File: src/rtl/nes_flash_rd_ctrl.sv
// nes_flash_rd_ctrl: parallel NOR flash read controller behind the mapper set.
// Runs the flash power-up reset sequence after system reset. It then serves
// single-byte reads with a timed CE/OE cycle and returns each byte with a
// one-cycle ack.
// Optional build macro NES_FL_HIT_CACHE_EN adds a one-entry hit cache. A
// repeated address is then answered without touching the flash.
module nes_flash_rd_ctrl #(
  parameter int unsigned ACC_CYC = 5,   // CE/OE low cycles before DQ is sampled
  parameter int unsigned RST_CYC = 25,  // flash reset pulse width in cycles
  parameter int unsigned RST_REC = 10   // recovery cycles after reset rises
) (
  input  logic        i_clk,
  input  logic        i_rstn,
  input  logic        i_req,
  input  logic [22:0] i_addr,
  input  logic        i_flush,
  output logic        o_busy,
  output logic        o_ack,
  output logic [7:0]  o_rdata,
  output logic        o_init_done,
  output logic [22:0] o_fl_addr,
  output logic        o_fl_ce_n,
  output logic        o_fl_oe_n,
  output logic        o_fl_we_n,
  output logic        o_fl_rst_n,
  input  logic [7:0]  i_fl_dq
);

  // Counter reloads are one less than the cycle count: the transition
  // fires on the edge where the counter is already zero.
  localparam logic [7:0] AccLoad = 8'(ACC_CYC - 1);
  localparam logic [7:0] RstLoad = 8'(RST_CYC - 1);
  localparam logic [7:0] RecLoad = 8'(RST_REC - 1);

  typedef enum logic [2:0] {
    StInitRst,
    StInitRec,
    StIdle,
    StAcc,
    StDone
  } state_e;

  state_e      state_q, state_d;
  logic [7:0]  cnt_q, cnt_d;
  logic        busy_q, busy_d;
  logic        ack_q, ack_d;
  logic [7:0]  rdata_q, rdata_d;
  logic        init_done_q, init_done_d;
  logic [22:0] fl_addr_q, fl_addr_d;
  logic        fl_en_n_q, fl_en_n_d;   // drives both CE# and OE#
  logic        fl_rst_n_q, fl_rst_n_d;

  logic        cache_hit;
  logic [7:0]  cache_data;
  logic        fill;

  // A flash read completes on the edge that leaves StAcc.
  assign fill = (state_q == StAcc) && (cnt_q == 8'd0);

`ifdef NES_FL_HIT_CACHE_EN
  logic        hit_valid_q;
  logic [22:0] hit_addr_q;
  logic [7:0]  hit_data_q;

  // Hit cache: refilled by every flash read; a flush wins over a fill.
  always_ff @(posedge i_clk or negedge i_rstn) begin
    if (!i_rstn) begin
      hit_valid_q <= 1'b0;
      hit_addr_q  <= '0;
      hit_data_q  <= '0;
    end else begin
      if (fill) begin
        hit_addr_q <= fl_addr_q;
        hit_data_q <= i_fl_dq;
      end
      if (i_flush) begin
        hit_valid_q <= 1'b0;
      end else if (fill) begin
        hit_valid_q <= 1'b1;
      end
    end
  end

  // A flush in the same cycle as a request forces a miss.
  assign cache_hit  = hit_valid_q && (i_addr == hit_addr_q) && !i_flush;
  assign cache_data = hit_data_q;
`else
  logic unused_flush;

  assign unused_flush = i_flush;
  assign cache_hit    = 1'b0;
  assign cache_data   = 8'h00;
`endif

  // State and registered outputs; reset puts the flash back into reset.
  always_ff @(posedge i_clk or negedge i_rstn) begin
    if (!i_rstn) begin
      state_q     <= StInitRst;
      cnt_q       <= RstLoad;
      busy_q      <= 1'b1;
      ack_q       <= 1'b0;
      rdata_q     <= '0;
      init_done_q <= 1'b0;
      fl_addr_q   <= '0;
      fl_en_n_q   <= 1'b1;
      fl_rst_n_q  <= 1'b0;
    end else begin
      state_q     <= state_d;
      cnt_q       <= cnt_d;
      busy_q      <= busy_d;
      ack_q       <= ack_d;
      rdata_q     <= rdata_d;
      init_done_q <= init_done_d;
      fl_addr_q   <= fl_addr_d;
      fl_en_n_q   <= fl_en_n_d;
      fl_rst_n_q  <= fl_rst_n_d;
    end
  end

  // Next-state and next-output decode for the init/read sequencer.
  always_comb begin
    state_d     = state_q;
    cnt_d       = cnt_q;
    busy_d      = busy_q;
    ack_d       = ack_q;
    rdata_d     = rdata_q;
    init_done_d = init_done_q;
    fl_addr_d   = fl_addr_q;
    fl_en_n_d   = fl_en_n_q;
    fl_rst_n_d  = fl_rst_n_q;

    unique case (state_q)
      StInitRst: begin
        if (cnt_q == 8'd0) begin
          fl_rst_n_d = 1'b1;
          cnt_d      = RecLoad;
          state_d    = StInitRec;
        end else begin
          cnt_d = cnt_q - 8'd1;
        end
      end
      StInitRec: begin
        if (cnt_q == 8'd0) begin
          init_done_d = 1'b1;
          busy_d      = 1'b0;
          state_d     = StIdle;
        end else begin
          cnt_d = cnt_q - 8'd1;
        end
      end
      StIdle: begin
        if (i_req) begin
          busy_d = 1'b1;
          if (cache_hit) begin
            ack_d   = 1'b1;
            rdata_d = cache_data;
            state_d = StDone;
          end else begin
            fl_addr_d = i_addr;
            fl_en_n_d = 1'b0;
            cnt_d     = AccLoad;
            state_d   = StAcc;
          end
        end
      end
      StAcc: begin
        if (cnt_q == 8'd0) begin
          rdata_d   = i_fl_dq;
          ack_d     = 1'b1;
          fl_en_n_d = 1'b1;
          state_d   = StDone;
        end else begin
          cnt_d = cnt_q - 8'd1;
        end
      end
      StDone: begin
        ack_d   = 1'b0;
        busy_d  = 1'b0;
        state_d = StIdle;
      end
      default: begin
        state_d = StInitRst;
      end
    endcase
  end

  assign o_busy      = busy_q;
  assign o_ack       = ack_q;
  assign o_rdata     = rdata_q;
  assign o_init_done = init_done_q;
  assign o_fl_addr   = fl_addr_q;
  assign o_fl_ce_n   = fl_en_n_q;
  assign o_fl_oe_n   = fl_en_n_q;
  assign o_fl_we_n   = 1'b1;
  assign o_fl_rst_n  = fl_rst_n_q;

endmodule

File: config.mk
export PLATFORM = sky130hd
export DESIGN_NAME = nes_flash_rd_ctrl
export DESIGN_NICKNAME = d
export VERILOG_FILES = /design/src/rtl/nes_flash_rd_ctrl.sv
export SDC_FILE = /design/constraint.sdc
export NUM_CORES = 1
export LEC_CHECK = 0
export BUFFER_PORTS_ARGS = -buffer_cell sky130_fd_sc_hd__buf_4
export CAP_MARGIN = 20
export CORE_AREA = 2 2 66 68
export DETAILED_ROUTE_END_ITERATION = 7
export DIE_AREA = 0 0 68 70
export PLACE_DENSITY = 0.8
export RECOVER_POWER = 25
export SYNTH_ARGS = -nofsm -noshare
export SYNTH_HDL_FRONTEND = slang
export SYNTH_SLANG_ARGS = --single-unit
export TNS_END_PERCENT = 5
File: constraint.sdc
create_clock -name i_clk -period 3.4 [get_ports i_clk]
set_clock_uncertainty 0.05 [all_clocks]
set_input_delay 0.51 -clock i_clk [delete_from_list [all_inputs] [get_ports i_clk]]
set_output_delay 0.51 -clock i_clk [all_outputs]
set_load 0.005 [all_outputs]
==> reports/summary.json, run 1 <==
{
  "timing": {
    "timing.final.hold_violations": 0,
    "period_share_pct": 60.1,
    "worst_pin_slew_ns": 0.563,
    "crit_path_time_final_ns": 2.04,
    "achievable-frequency_mhz": 490,
    "final-setup-viol-count": 0,
    "final.setup.tns_ns": 0,
    "slew_headroom_pct": 62.5,
    "count_of_final_max_slew_check_failures": 0,
    "rsz0062_at_grt": "false",
    "fin_worst_hold_slack_ns": 0.148
  },
  "route": {
    "routed_wirelength_mm": 4.01,
    "wl_per_cell_um": 14.3,
    "detail_route.first_pass.iterations": 5,
    "dr.first_iter.drc_count": 73,
    "final_antenna_net_count": 0,
    "drc": 0,
    "avgViaCountPerCell": 5.24,
    "num_vias": 1473
  },
  "cts": {
    "cts_repair_resize_count": 0,
    "cts_tree": "done",
    "tritoncts.num_buffers": 5,
    "max-clock-path-buffers": 2,
    "clock_transition_at_the_registers_of_the_reported_paths_ns": 0.10,
    "cts-hold-fix-buffers": 0,
    "library_cell_used_as_clock_root_buffer": "clkbuf_8",
    "clock_insertion_delay_at_the_later_pin_of_the_skew_report_ns": 0.29,
    "postCtsSetupBuffers": 0,
    "clkSinkCount": 47,
    "cts.htree.levels": 2
  },
  "worst_setup_path": {
    "critPathArrivalTime_ns": 2.17,
    "critPathBufInv": 1,
    "crit_slowest_cell": "dfrtp_1",
    "critPathKind": "flop to flop",
    "cp_slowest_stage_delay_ns": 0.50,
    "critPathRequiredTime_ns": 3.52,
    "setup.worst_path.end_class": "flop",
    "timing.critical_path.cells": "nor3b_1 > and2_1 > buf_4 > mux2_2",
    "maximum_fanout_encountered_on_the_critical_timing_path": 24,
    "worst_path_dominant_cell_family": "simple AND/OR/NAND/NOR gates",
    "setup.worst_path.start_class": "flop"
  },
  "final_layout": {
    "nNetsFinal": 265,
    "proportion_of_layout_cells_with_a_drive_suffix_above_1_pct": 51.1,
    "syn_to_final_growth_pct": 31.2,
    "diodes": 0,
    "final_core_utilization_pct": 65.6
  },
  "logic_synthesis": {
    "most_instantiated_flip_flop_cell_in_the_synthesis_netlist": "dfrtp_1",
    "number_of_instances_in_the_synthesized_netlist": 159,
    "synth-edff-count": 0,
    "postSynthNetCount": 196,
    "fraction_of_synthesized_cell_area_in_xor_and_xnor_cells_pct": 0.423,
    "netlist_area_um2": 2070,
    "ys_seq_area_share_pct": 57.0,
    "synthesis.area_per_instance_um2": 13.0,
    "yosys_warnings": 0,
    "synthDistinctLibCells": 37,
    "postSynthRegisterBits": 47,
    "synth_simple_gate_area_share_pct": 10.8,
    "synth.area.mux_share_pct": 18.7,
    "share_of_synthesized_cell_area_in_full_adder_half_adder_and_majority_cells_pct": 1.21,
    "synth_compound_gate_area_share_pct": 7.85,
    "ys_async_sr_fraction_pct": 100,
    "synth_top_family_by_area": "multiplexers"
  },
  "pwr": {
    "total_power_mw": 1.02,
    "power_per_cell_area_nw_per_um2": 376,
    "cell_internal_pwr_mw": 0.818,
    "cellLeakagePower_nw": 1.43,
    "worst_vdd_drop_mv": 0.241,
    "swShare_pct": 19.9,
    "power_frac_seq_pct": 55.5,
    "comb_power_share_pct": 5.3,
    "clock_power_share_pct": 39.2,
    "netSwitchingPower_mw": 0.203
  },
  "flow_run": {
    "timing.max_cap.violations": 0
  },
  "global_route": {
    "grt_util_all_layers_pct": 18.0,
    "antenna_found_initial": 0,
    "grt_max_degree": 48,
    "grt_pass1_vias": 1443,
    "wire_length_of_the_first_global_routing_pass_mm": 6.46,
    "global_route.overflow_total": 0
  },
  "placed_design": {
    "globalplace.congestion": 0.787,
    "hpwlAfterDp_mm": 2.96,
    "port_buffers": 70
  },
  "die": {
    "die_area_um2": 4760,
    "coreArea_um2": 4140,
    "floorplan.io_pins": 73,
    "initial_core_util_pct": 50.0,
    "die_y_um": 70,
    "rows": 24,
    "die_width_um": 68
  },
  "status": {
    "run_status": "finished clean"
  },
  "min_path": {
    "hold_class": "input port to async pin"
  }
}
[path summary, 6_finish.rpt]
kind	slack (ns)	depth (start not counted)	to	start
setup / recovery	1.36	4	o_fl_addr[17]$_DFFE_PN0P_	state_q[1]$_DFFE_PN0P_
hold / removal	0.15	1	o_fl_addr[11]$_DFFE_PN0P_	i_rstn
setup reg to reg	1.36	4	o_fl_addr[17]$_DFFE_PN0P_	state_q[1]$_DFFE_PN0P_
hold reg to reg	0.42	1	o_fl_rst_n$_DFFE_PN0P_	o_fl_rst_n$_DFFE_PN0P_
max in group asynchronous	2.75	1	o_busy$_DFFE_PN1P_	i_rstn
min in group i_clk	0.39	2	o_fl_addr[14]$_DFFE_PN0P_	i_addr[14]
[layout make-up]
type	count	area [um^2]
timing repair buffer	71	533
fill	331	1430
sequential	47	1180
clock inverter	2	37.5
clock buffer	6	72.6
tap	52	65.1
multi-input combinational	98	810
inverter	5	18.8
[worst register-to-register path, stage by stage, from the launching register on]
cell and delay (ns):
dfrtp_1 0.50, nor3b_1 0.50, and2_1 0.20, buf_4 0.30, mux2_2 0.39
[layer usage]
metal	track usage (%)	vias up	routed length [um]
met2	30.0	44	2100
li1	-	703	-
met5	0	-	0
met3	4.83	5	224
met4	6.00	0	35
met1	22.1	721	1650
[cell families after synthesis]
| kind of cell | Yosys count |
|---|---|
| buf+inv | 14 |
| other cells | 1 |
| xor+xnor | 1 |
| mux | 32 |
| compound gates | 26 |
| simple gates | 36 |
| fa+ha+maj | 2 |
| flops | 47 |
[sequential cells by signal, indices dropped and copies added (netlist names)]
name	flops
o_rdata	8
o_busy	1
cnt_q	8
o_init_done	1
o_fl_rst_n	1
state_q	3
o_fl_addr	23
o_fl_ce_n	1
o_ack	1
[synthesized netlist by cell type (all sizes together) (4+ instances only)]
master / instances / share of area [%]
buf: 9 / 3.0
o31ai: 4 / 1.5
inv: 5 / 0.91
nor2: 8 / 1.5
a21oi: 9 / 2.2
or4: 4 / 1.5
dfstp: 4 / 5.1
mux2: 32 / 19
dfrtp: 43 / 52
nand2: 7 / 1.3
[layout by cell type (no fill, tap or decap), drive strengths merged]
| cell | instances |
|---|---|
| buf | 71 |
| dfrtp | 43 |
| mux2 | 32 |
| a21oi | 9 |
| nor2 | 8 |
| nand2 | 7 |
| clkbuf | 6 |
| inv | 5 |
| o31ai | 4 |
| or4 | 4 |
| dfstp | 4 |
| a31oi | 3 |
| o21ai | 3 |
| a21o | 3 |
| nor3b | 2 |
| nor3 | 2 |
| and2 | 2 |
| ha | 2 |
| or2 | 2 |
| nand3 | 2 |
| nor4 | 1 |
| and4 | 1 |
| and4b | 1 |
| o21a | 1 |
| nand3b | 1 |
| nor2b | 1 |
| nand4b | 1 |
| nand4 | 1 |
| a211oi | 1 |
| o21bai | 1 |
| a311oi | 1 |
| xnor2 | 1 |
| conb | 1 |
| bufinv | 1 |
| clkinvlp | 1 |
[metrics by stage]
step           area, um^2  cells  worst slack, ns
5_1_grt              2720    281             1.29
4_1_cts              2720    281             1.37
6_report             2720    281             1.36
2_1_floorplan        2070    159             1.65
3_3_place_gp         2610    273             1.40
3_5_place_dp         2610    273             1.39
[power by group through the flow]
stage	Combinational [mW]	Sequential, mW	Clock (mW)
after global placement	0.0539	0.577	0
after detailed placement	0.0560	0.577	0
after global routing	0.0596	0.567	0.436
after floorplan	0.00794	0.577	0
after CTS	0.0558	0.567	0.412
final	0.0542	0.566	0.400
Power figures use the tool's default switching activity.
==> inputs of run 2 (changes only) <==
--- a/config.mk
+++ b/config.mk
@@ -7,10 +7,10 @@
 export LEC_CHECK = 0
 export BUFFER_PORTS_ARGS = -buffer_cell sky130_fd_sc_hd__buf_4
 export CAP_MARGIN = 20
-export CORE_AREA = 2 2 66 68
+export CORE_AREA = 2 2 69 71
 export DETAILED_ROUTE_END_ITERATION = 7
-export DIE_AREA = 0 0 68 70
-export PLACE_DENSITY = 0.8
+export DIE_AREA = 0 0 71 73
+export PLACE_DENSITY = 0.74
 export RECOVER_POWER = 25
 export SYNTH_ARGS = -nofsm -noshare
 export SYNTH_HDL_FRONTEND = slang
==> constraint.sdc (replaced) <==
create_clock -name i_clk -period 2.1 [get_ports i_clk]
set_clock_uncertainty 0.05 [all_clocks]
set_input_delay 0.315 -clock i_clk [delete_from_list [all_inputs] [get_ports i_clk]]
set_output_delay 0.315 -clock i_clk [all_outputs]
set_load 0.005 [all_outputs]
==> run 2 against run 1 <==
Combinational power increased by 63%. Sequential share of layout area decreased by 0.59 points. Critical path depth unchanged. First-iteration DRC count increased by 48%. Global-route usage decreased by 2.2 points. Final area increased by 1.4%. Critical endpoint is now cnt_q[6]$_DFFE_PN0P_. Largest power group unchanged. Highest routed layer is now met3.
==> reports/summary.json, run 2 (synthesized netlist as in run 1, its figures left out) <==
{
  "status": {
    "run_status": "finished clean"
  },
  "final_layout": {
    "commonest_non_fill_non_tap_cell_in_the_layout": "buf_4",
    "nNetsFinal": {"value": 267, "change": "+0.75%"},
    "largest_register_ffs": {"value": 23, "change": "unchanged"},
    "proportion_of_layout_cells_with_a_drive_suffix_above_1": {"value": 51.5, "unit": "%", "change": "+0.42 points"},
    "fin_area": {"value": 2760, "unit": "um^2", "change": "+1.4%"},
    "layout_common_cells": "buf_4 (70), dfrtp_1 (43), mux2_2 (25)",
    "syn_to_final_growth_pct": 33.1,
    "diodes": {"value": 0, "change": "unchanged"}
  },
  "route": {
    "top_layer": "met3",
    "num_vias": {"value": 1472, "change": "-0.068%"},
    "drc": {"value": 0, "change": "unchanged"},
    "avgViaCountPerCell": {"value": 5.16, "change": "-1.5%"},
    "wl_met3": {"value": 215, "unit": "um", "change": "-4.0%"},
    "routed-wl-met2": {"value": 2.16, "unit": "mm", "change": "+3.1%"},
    "dr.first_iter.drc_count": {"value": 108, "change": "+48%"},
    "detail_route.first_pass.iterations": {"value": 4, "change": "-1"},
    "wl_met1": {"value": 1.65, "unit": "mm", "change": "-0.12%"},
    "routed_wirelength": {"value": 4.03, "unit": "mm", "change": "+0.47%"},
    "wl_per_cell": {"value": 14.2, "unit": "um", "change": "-0.94%"},
    "final_antenna_net_count": {"value": 0, "change": "unchanged"}
  },
  "timing": {
    "period_share": {"value": 87.8, "unit": "%", "change": "+28 points"},
    "final-setup-viol-count": {"value": 0, "change": "unchanged"},
    "timing.final.hold_violations": {"value": 0, "change": "unchanged"},
    "final.setup.tns": {"value": 0, "unit": "ns", "change": "unchanged"},
    "rsz0062_at_grt": "false",
    "achievable-frequency": {"value": 542, "unit": "MHz", "change": "+11%"},
    "count_of_final_max_slew_check_failures": {"value": 0, "change": "unchanged"},
    "worst_pin_slew": {"value": 1.11, "unit": "ns", "change": "+0.547 ns"},
    "slew_headroom": {"value": 26.0, "unit": "%", "change": "-36 points"},
    "crit_path_time_final": {"value": 1.84, "unit": "ns", "change": "-0.199 ns"},
    "fin_ws": {"value": 0.256, "unit": "ns", "change": "-1.10 ns"}
  },
  "worst_setup_path": {
    "timing.critical_path.cells": "nor3b_1 > or2_0 > or4_1 > a21oi_1",
    "setup.worst_path.end_class": "flop",
    "critPathRequiredTime": {"value": 2.27, "unit": "ns", "change": "-1.25 ns"},
    "critPathBufInv": {"value": 0, "change": "-1"},
    "critical_path_depth": {"value": 4, "change": "unchanged"},
    "setup.worst_path.start_class": "flop",
    "worstReg2RegStart": "state_q[1]$_DFFE_PN0P_",
    "cp_slowest_stage_delay": {"value": 0.56, "unit": "ns", "change": "+0.06 ns"},
    "timing.reg2reg.worst_path_depth": {"value": 4, "change": "unchanged"},
    "timing.critical_path.from": "state_q[1]$_DFFE_PN0P_",
    "crit_slowest_cell": "or4_1",
    "critPathArrivalTime": {"value": 2.02, "unit": "ns", "change": "-0.15 ns"},
    "critPathKind": "flop to flop",
    "maximum_fanout_encountered_on_the_critical_timing_path": {"value": 9, "change": "-63%"},
    "worst_path_dominant_cell_family": "simple AND/OR/NAND/NOR gates"
  },
  "pwr": {
    "total_power": {"value": 1.68, "unit": "mW", "change": "+65%"},
    "worst_vdd_drop": {"value": 0.456, "unit": "mV", "change": "+89%"},
    "cellLeakagePower": {"value": 1.45, "unit": "nW", "change": "+1.5%"},
    "power_per_cell_area": {"value": 610, "unit": "nW/um^2", "change": "+62%"}
  },
  "placed_design": {
    "placedInstanceArea": {"value": 2630, "unit": "um^2", "change": "+0.86%"},
    "port_buffers": {"value": 70, "change": "unchanged"},
    "placement.setup.worst_slack": {"value": 0.273, "unit": "ns", "change": "-1.12 ns"},
    "globalplace.congestion": {"value": 0.797, "change": "+1.3%"},
    "hpwlAfterDp": {"value": 2.96, "unit": "mm", "change": "+0.21%"}
  },
  "cts": {
    "cts.htree.levels": {"value": 2, "change": "unchanged"},
    "library_cell_used_as_clock_root_buffer": "clkbuf_8",
    "tritoncts.num_buffers": {"value": 5, "change": "unchanged"},
    "max-clock-path-buffers": {"value": 2, "change": "unchanged"},
    "clock_transition_at_the_registers_of_the_reported_paths": {"value": 0.08, "unit": "ns", "change": "-0.02 ns"},
    "cts_tree": "done",
    "cts_repair_resize_count": {"value": 0, "change": "unchanged"},
    "clock_insertion_delay_at_the_later_pin_of_the_skew_report": {"value": 0.29, "unit": "ns", "change": "about the same"},
    "postCtsSetupBuffers": {"value": 0, "change": "unchanged"},
    "clkSinkCount": {"value": 47, "change": "unchanged"}
  },
  "die": {
    "floorplan.io_pins": {"value": 73, "change": "unchanged"},
    "coreArea": {"value": 4540, "unit": "um^2", "change": "+9.5%"},
    "die_area": {"value": 5180, "unit": "um^2", "change": "+8.9%"},
    "die_width": {"value": 71, "unit": "um", "change": "+4.4%"},
    "rows": {"value": 25, "change": "+4.2%"},
    "die_y": {"value": 73, "unit": "um", "change": "+4.3%"},
    "initial_core_util": {"value": 45.7, "unit": "%", "change": "-4.3 points"}
  },
  "flow_run": {
    "timing.max_cap.violations": {"value": 0, "change": "unchanged"}
  },
  "global_route": {
    "global_route.overflow_total": {"value": 0, "change": "unchanged"},
    "grt_max_degree": {"value": 48, "change": "unchanged"},
    "grt_util_all_layers": {"value": 15.8, "unit": "%", "change": "-2.2 points"},
    "antenna_found_initial": {"value": 0, "change": "unchanged"},
    "wire_length_of_the_first_global_routing_pass": {"value": 6.27, "unit": "mm", "change": "-3.0%"},
    "grt_pass1_vias": {"value": 1363, "change": "-5.5%"}
  },
  "min_path": {
    "hold_path_startpoint": "i_fl_dq[2]",
    "hold_class": "input port to flop",
    "min_delay_path_depth": 2
  }
}
## run 2: changes by cell type in the layout (fill, tap and decap cells not counted)
cell           delta
clkbuf_2          +1
buf_4             -1
clkbuf_8          +1
dlygate4sd3_1     +1
clkbuf_1          -1
buf_12            +1
clkinvlp_4        -1
clkinv_2          +1
## run 2: worst paths after layout
check / end / slack, ns
worst min register to register: o_init_done$_DFFE_PN0P_ / 0.42
worst min-delay path: o_rdata[2]$_DFFE_PN0P_ / 0.19
max in group asynchronous: o_rdata[4]$_DFFE_PN0P_ / 0.61
worst max register to register: cnt_q[6]$_DFFE_PN0P_ / 0.26
min in group asynchronous: o_fl_addr[1]$_DFFE_PN0P_ / 0.71
worst max-delay path: cnt_q[6]$_DFFE_PN0P_ / 0.26
## run 2: repair_timing
item,4_1_cts,5_1_grt
endpoints found under the hold margin,43,0
hold buffers,1,0
setup endpoints to repair,0,0
## run 2: layout make-up
class | count | area, um^2
fill | 372 | 1780
sequential | 47 | 1180
multi-input combinational | 98 | 810
timing repair buffer | 73 | 561
clock buffer | 6 | 82.6
tap | 54 | 67.6
clock inverter | 2 | 35.0
inverter | 5 | 18.8
## run 2: where the power goes
group / switching, mW / internal, mW / leakage (nW)
Combinational: 0.0306 / 0.0575 / 0.784
Clock: 0.290 / 0.385 / 0.0612
Sequential: 0.00488 / 0.912 / 0.604
Total: 0.325 / 1.35 / 1.45
## run 2: stage by stage
| step | util (%) | hold slack [ns] | std cells |
|---|---|---|---|
| floorplan | - | -0.0306 | 159 |
| global placement | 58.0 | 0.309 | 276 |
| detailed placement | 58.0 | 0.305 | 276 |
| CTS | 60.8 | 0.184 | 285 |
| global route | 60.7 | 0.176 | 285 |
| finish | 60.7 | 0.193 | 285 |
## run 2: per-layer routing
layer	GRT usage, %	up-vias
met5	0	-
met2	25.9	40
met1	19.9	724
met3	6.35	0
li1	-	708
met4	3.14	0
==> inputs of run 3 (changes only) <==
--- a/config.mk
+++ b/config.mk
@@ -10,7 +10,8 @@
 export CORE_AREA = 2 2 69 71
 export DETAILED_ROUTE_END_ITERATION = 7
 export DIE_AREA = 0 0 71 73
-export PLACE_DENSITY = 0.74
+export GPL_TIMING_DRIVEN = 0
+export PLACE_DENSITY_LB_ADDON = 0.1
 export RECOVER_POWER = 25
 export SYNTH_ARGS = -nofsm -noshare
 export SYNTH_HDL_FRONTEND = slang
==> run 3 against run 2 <==
Global-route usage is 1.4 points higher. Sequential power hardly changed. Combinational power is 2.8% higher. Final cell count is 2.5% higher. Worst hold slack better by 0.00089 ns. Routed wire length is 6.0% higher. Maximum frequency is 1.6% lower. Non-clock buffer count is 7 higher. Clock power is 16% lower. Utilization is 0.36 points higher. Register-to-register slack worse by 0.03 ns. Highest routed layer is now met4.
==> reports/summary.json, run 3 (synthesized netlist as in run 1, its figures left out) <==
{
  "status": {
    "run_status": "finished clean"
  },
  "cts": {
    "cts.htree.levels": {"value": 2, "change": "unchanged"},
    "clock_transition_at_the_registers_of_the_reported_paths": {"value": 0.08, "unit": "ns", "change": "about the same"},
    "library_cell_used_as_clock_root_buffer": "clkbuf_8",
    "max-clock-path-buffers": {"value": 2, "change": "unchanged"},
    "clock_insertion_delay_at_the_later_pin_of_the_skew_report": {"value": 0.30, "unit": "ns", "change": "about the same"},
    "clkSinkCount": {"value": 47, "change": "unchanged"},
    "tritoncts.num_buffers": {"value": 5, "change": "unchanged"},
    "cts_tree": "done"
  },
  "final_layout": {
    "nNetsFinal": {"value": 274, "change": "+2.6%"},
    "fin_area": {"value": 2770, "unit": "um^2", "change": "+0.59%"},
    "proportion_of_layout_cells_with_a_drive_suffix_above_1": {"value": 52.9, "unit": "%", "change": "+1.4 points"},
    "syn_to_final_growth_pct": 33.8,
    "diodes": {"value": 0, "change": "unchanged"},
    "commonest_non_fill_non_tap_cell_in_the_layout": "buf_4",
    "layout_common_cells": "buf_4 (73), dfrtp_1 (43), mux2_2 (25)",
    "largest_register_ffs": {"value": 23, "change": "unchanged"}
  },
  "timing": {
    "slew_headroom": {"value": 23.6, "unit": "%", "change": "-2.3 points"},
    "timing.final.hold_violations": {"value": 0, "change": "unchanged"},
    "achievable-frequency": {"value": 534, "unit": "MHz", "change": "-1.6%"},
    "rsz0062_at_grt": "false",
    "crit_path_time_final": {"value": 1.87, "unit": "ns", "change": "+0.0297 ns"},
    "count_of_final_max_slew_check_failures": {"value": 0, "change": "unchanged"},
    "worst_pin_slew": {"value": 1.15, "unit": "ns", "change": "+0.0352 ns"},
    "final.setup.tns": {"value": 0, "unit": "ns", "change": "unchanged"},
    "period_share": {"value": 89.2, "unit": "%", "change": "+1.4 points"},
    "final-setup-viol-count": {"value": 0, "change": "unchanged"}
  },
  "route": {
    "dr.first_iter.drc_count": {"value": 119, "change": "+10%"},
    "detail_route.first_pass.iterations": {"value": 4, "change": "unchanged"},
    "drc": {"value": 0, "change": "unchanged"},
    "num_vias": {"value": 1517, "change": "+3.1%"},
    "wl_per_cell": {"value": 14.6, "unit": "um", "change": "+3.5%"},
    "final_antenna_net_count": {"value": 0, "change": "unchanged"},
    "routed_wirelength": {"value": 4.28, "unit": "mm", "change": "+6.0%"},
    "avgViaCountPerCell": {"value": 5.20, "change": "+0.59%"}
  },
  "min_path": {
    "hold_class": "input port to flop"
  },
  "worst_setup_path": {
    "setup.worst_path.end_class": "flop",
    "critPathRequiredTime": {"value": 2.23, "unit": "ns", "change": "-0.04 ns"},
    "maximum_fanout_encountered_on_the_critical_timing_path": {"value": 10, "change": "+1"},
    "timing.reg2reg.setup_slack": {"value": 0.23, "unit": "ns", "change": "-0.03 ns"},
    "setup.worst_path.start_class": "flop",
    "cp_slowest_stage_delay": {"value": 0.41, "unit": "ns", "change": "-0.15 ns"},
    "critPathBufInv": {"value": 1, "change": "+1"},
    "crit_slowest_cell": "dfstp_2",
    "worst_path_dominant_cell_family": "simple AND/OR/NAND/NOR gates",
    "timing.critical_path.cells": "nor4_4 > nand3_2 > or2_4 > buf_6 > mux2_4",
    "critPathKind": "flop to flop",
    "critPathArrivalTime": {"value": 2.01, "unit": "ns", "change": "about the same"}
  },
  "placed_design": {
    "hpwlAfterDp": {"value": 3.17, "unit": "mm", "change": "+7.0%"},
    "placedInstanceArea": {"value": 2660, "unit": "um^2", "change": "+1.3%"},
    "port_buffers": {"value": 70, "change": "unchanged"},
    "globalplace.congestion": {"value": 0.850, "change": "+6.6%"}
  },
  "global_route": {
    "grt_max_degree": {"value": 48, "change": "unchanged"},
    "wire_length_of_the_first_global_routing_pass": {"value": 6.89, "unit": "mm", "change": "+9.9%"},
    "global_route.overflow_total": {"value": 0, "change": "unchanged"},
    "antenna_found_initial": {"value": 0, "change": "unchanged"},
    "grt_util_all_layers": {"value": 17.2, "unit": "%", "change": "+1.4 points"},
    "grt_pass1_vias": {"value": 1517, "change": "+11%"}
  },
  "die": {
    "coreArea": {"value": 4540, "unit": "um^2", "change": "unchanged"},
    "die_y": {"value": 73, "unit": "um", "change": "unchanged"},
    "rows": {"value": 25, "change": "unchanged"},
    "floorplan.io_pins": {"value": 73, "change": "unchanged"},
    "initial_core_util": {"value": 45.7, "unit": "%", "change": "unchanged"},
    "die_width": {"value": 71, "unit": "um", "change": "unchanged"},
    "die_area": {"value": 5180, "unit": "um^2", "change": "unchanged"}
  },
  "flow_run": {
    "timing.max_cap.violations": {"value": 0, "change": "unchanged"}
  },
  "pwr": {
    "worst_vdd_drop": {"value": 0.361, "unit": "mV", "change": "-21%"},
    "cellLeakagePower": {"value": 1.47, "unit": "nW", "change": "+1.8%"},
    "power_per_cell_area": {"value": 568, "unit": "nW/um^2", "change": "-6.9%"}
  }
}
[run 3: changes by cell type in the layout (fill, tap and decap cells not counted), sizes merged]
cell | before | now
buf | 71 | 78
bufinv | 1 | 0
clkbuf | 7 | 8
[run 3: metrics by stage]
step	utilization (%)	hold WS [ns]	setup WS, ns	power, mW	std cells
2_1_floorplan	-	-0.0306	0.346	0.948	159
3_3_place_gp	58.7	0.297	0.146	1.02	283
3_5_place_dp	58.7	0.313	0.107	1.03	283
4_1_cts	61.0	0.181	0.100	1.60	292
5_1_grt	61.1	0.181	0.106	1.64	292
6_report	61.1	0.194	0.227	1.57	292
[run 3: layout make-up]
cell class	instances	area (um^2)
buffer	9	61.3
clock buffer	7	86.3
clock inverter	1	8.76
fill	365	1760
inverter	5	18.8
multi-input combinational	98	815
sequential	47	1180
tap	54	67.6
timing repair buffer	71	533
[run 3: metal layers]
metal | vias to the layer above | track usage (%) | part of all wire [%]
met2 | 65 | 29.2 | 52
li1 | 720 | - | -
met5 | - | 0 | 0
met3 | 8 | 5.66 | 6.4
met1 | 724 | 20.4 | 39
met4 | 0 | 6.50 | 1.9
[run 3: power by group]
group | internal [mW] | switching, mW
registers | 0.912 | 0.00459
clock network | 0.270 | 0.296
logic | 0.0587 | 0.0319
total | 1.24 | 0.332
[run 3: timing repair]
| item | CTS | global route |
|---|---|---|
| hold endpoints to repair | 43 | 0 |
| setup buffers | 0 | 0 |
| hold buffers | 1 | 0 |
| gates resized for setup | 0 | 1 |
| endpoints found under the setup margin | 0 | 4 |
[run 3: path summary, 6_finish.rpt]
kind                                         start                       to  cells past startpoint
setup / recovery              cnt_q[3]$_DFFE_PN1P_   o_rdata[4]$_DFFE_PN0P_                      5
hold / removal                          i_fl_dq[6]   o_rdata[6]$_DFFE_PN0P_                      2
setup reg to reg              cnt_q[3]$_DFFE_PN1P_   o_rdata[4]$_DFFE_PN0P_                      5
hold reg to reg            o_init_done$_DFFE_PN0P_  o_init_done$_DFFE_PN0P_                      1
max in group asynchronous                   i_rstn   o_rdata[0]$_DFFE_PN0P_                      2
min in group asynchronous                   i_rstn     cnt_q[5]$_DFFE_PN0P_                      2
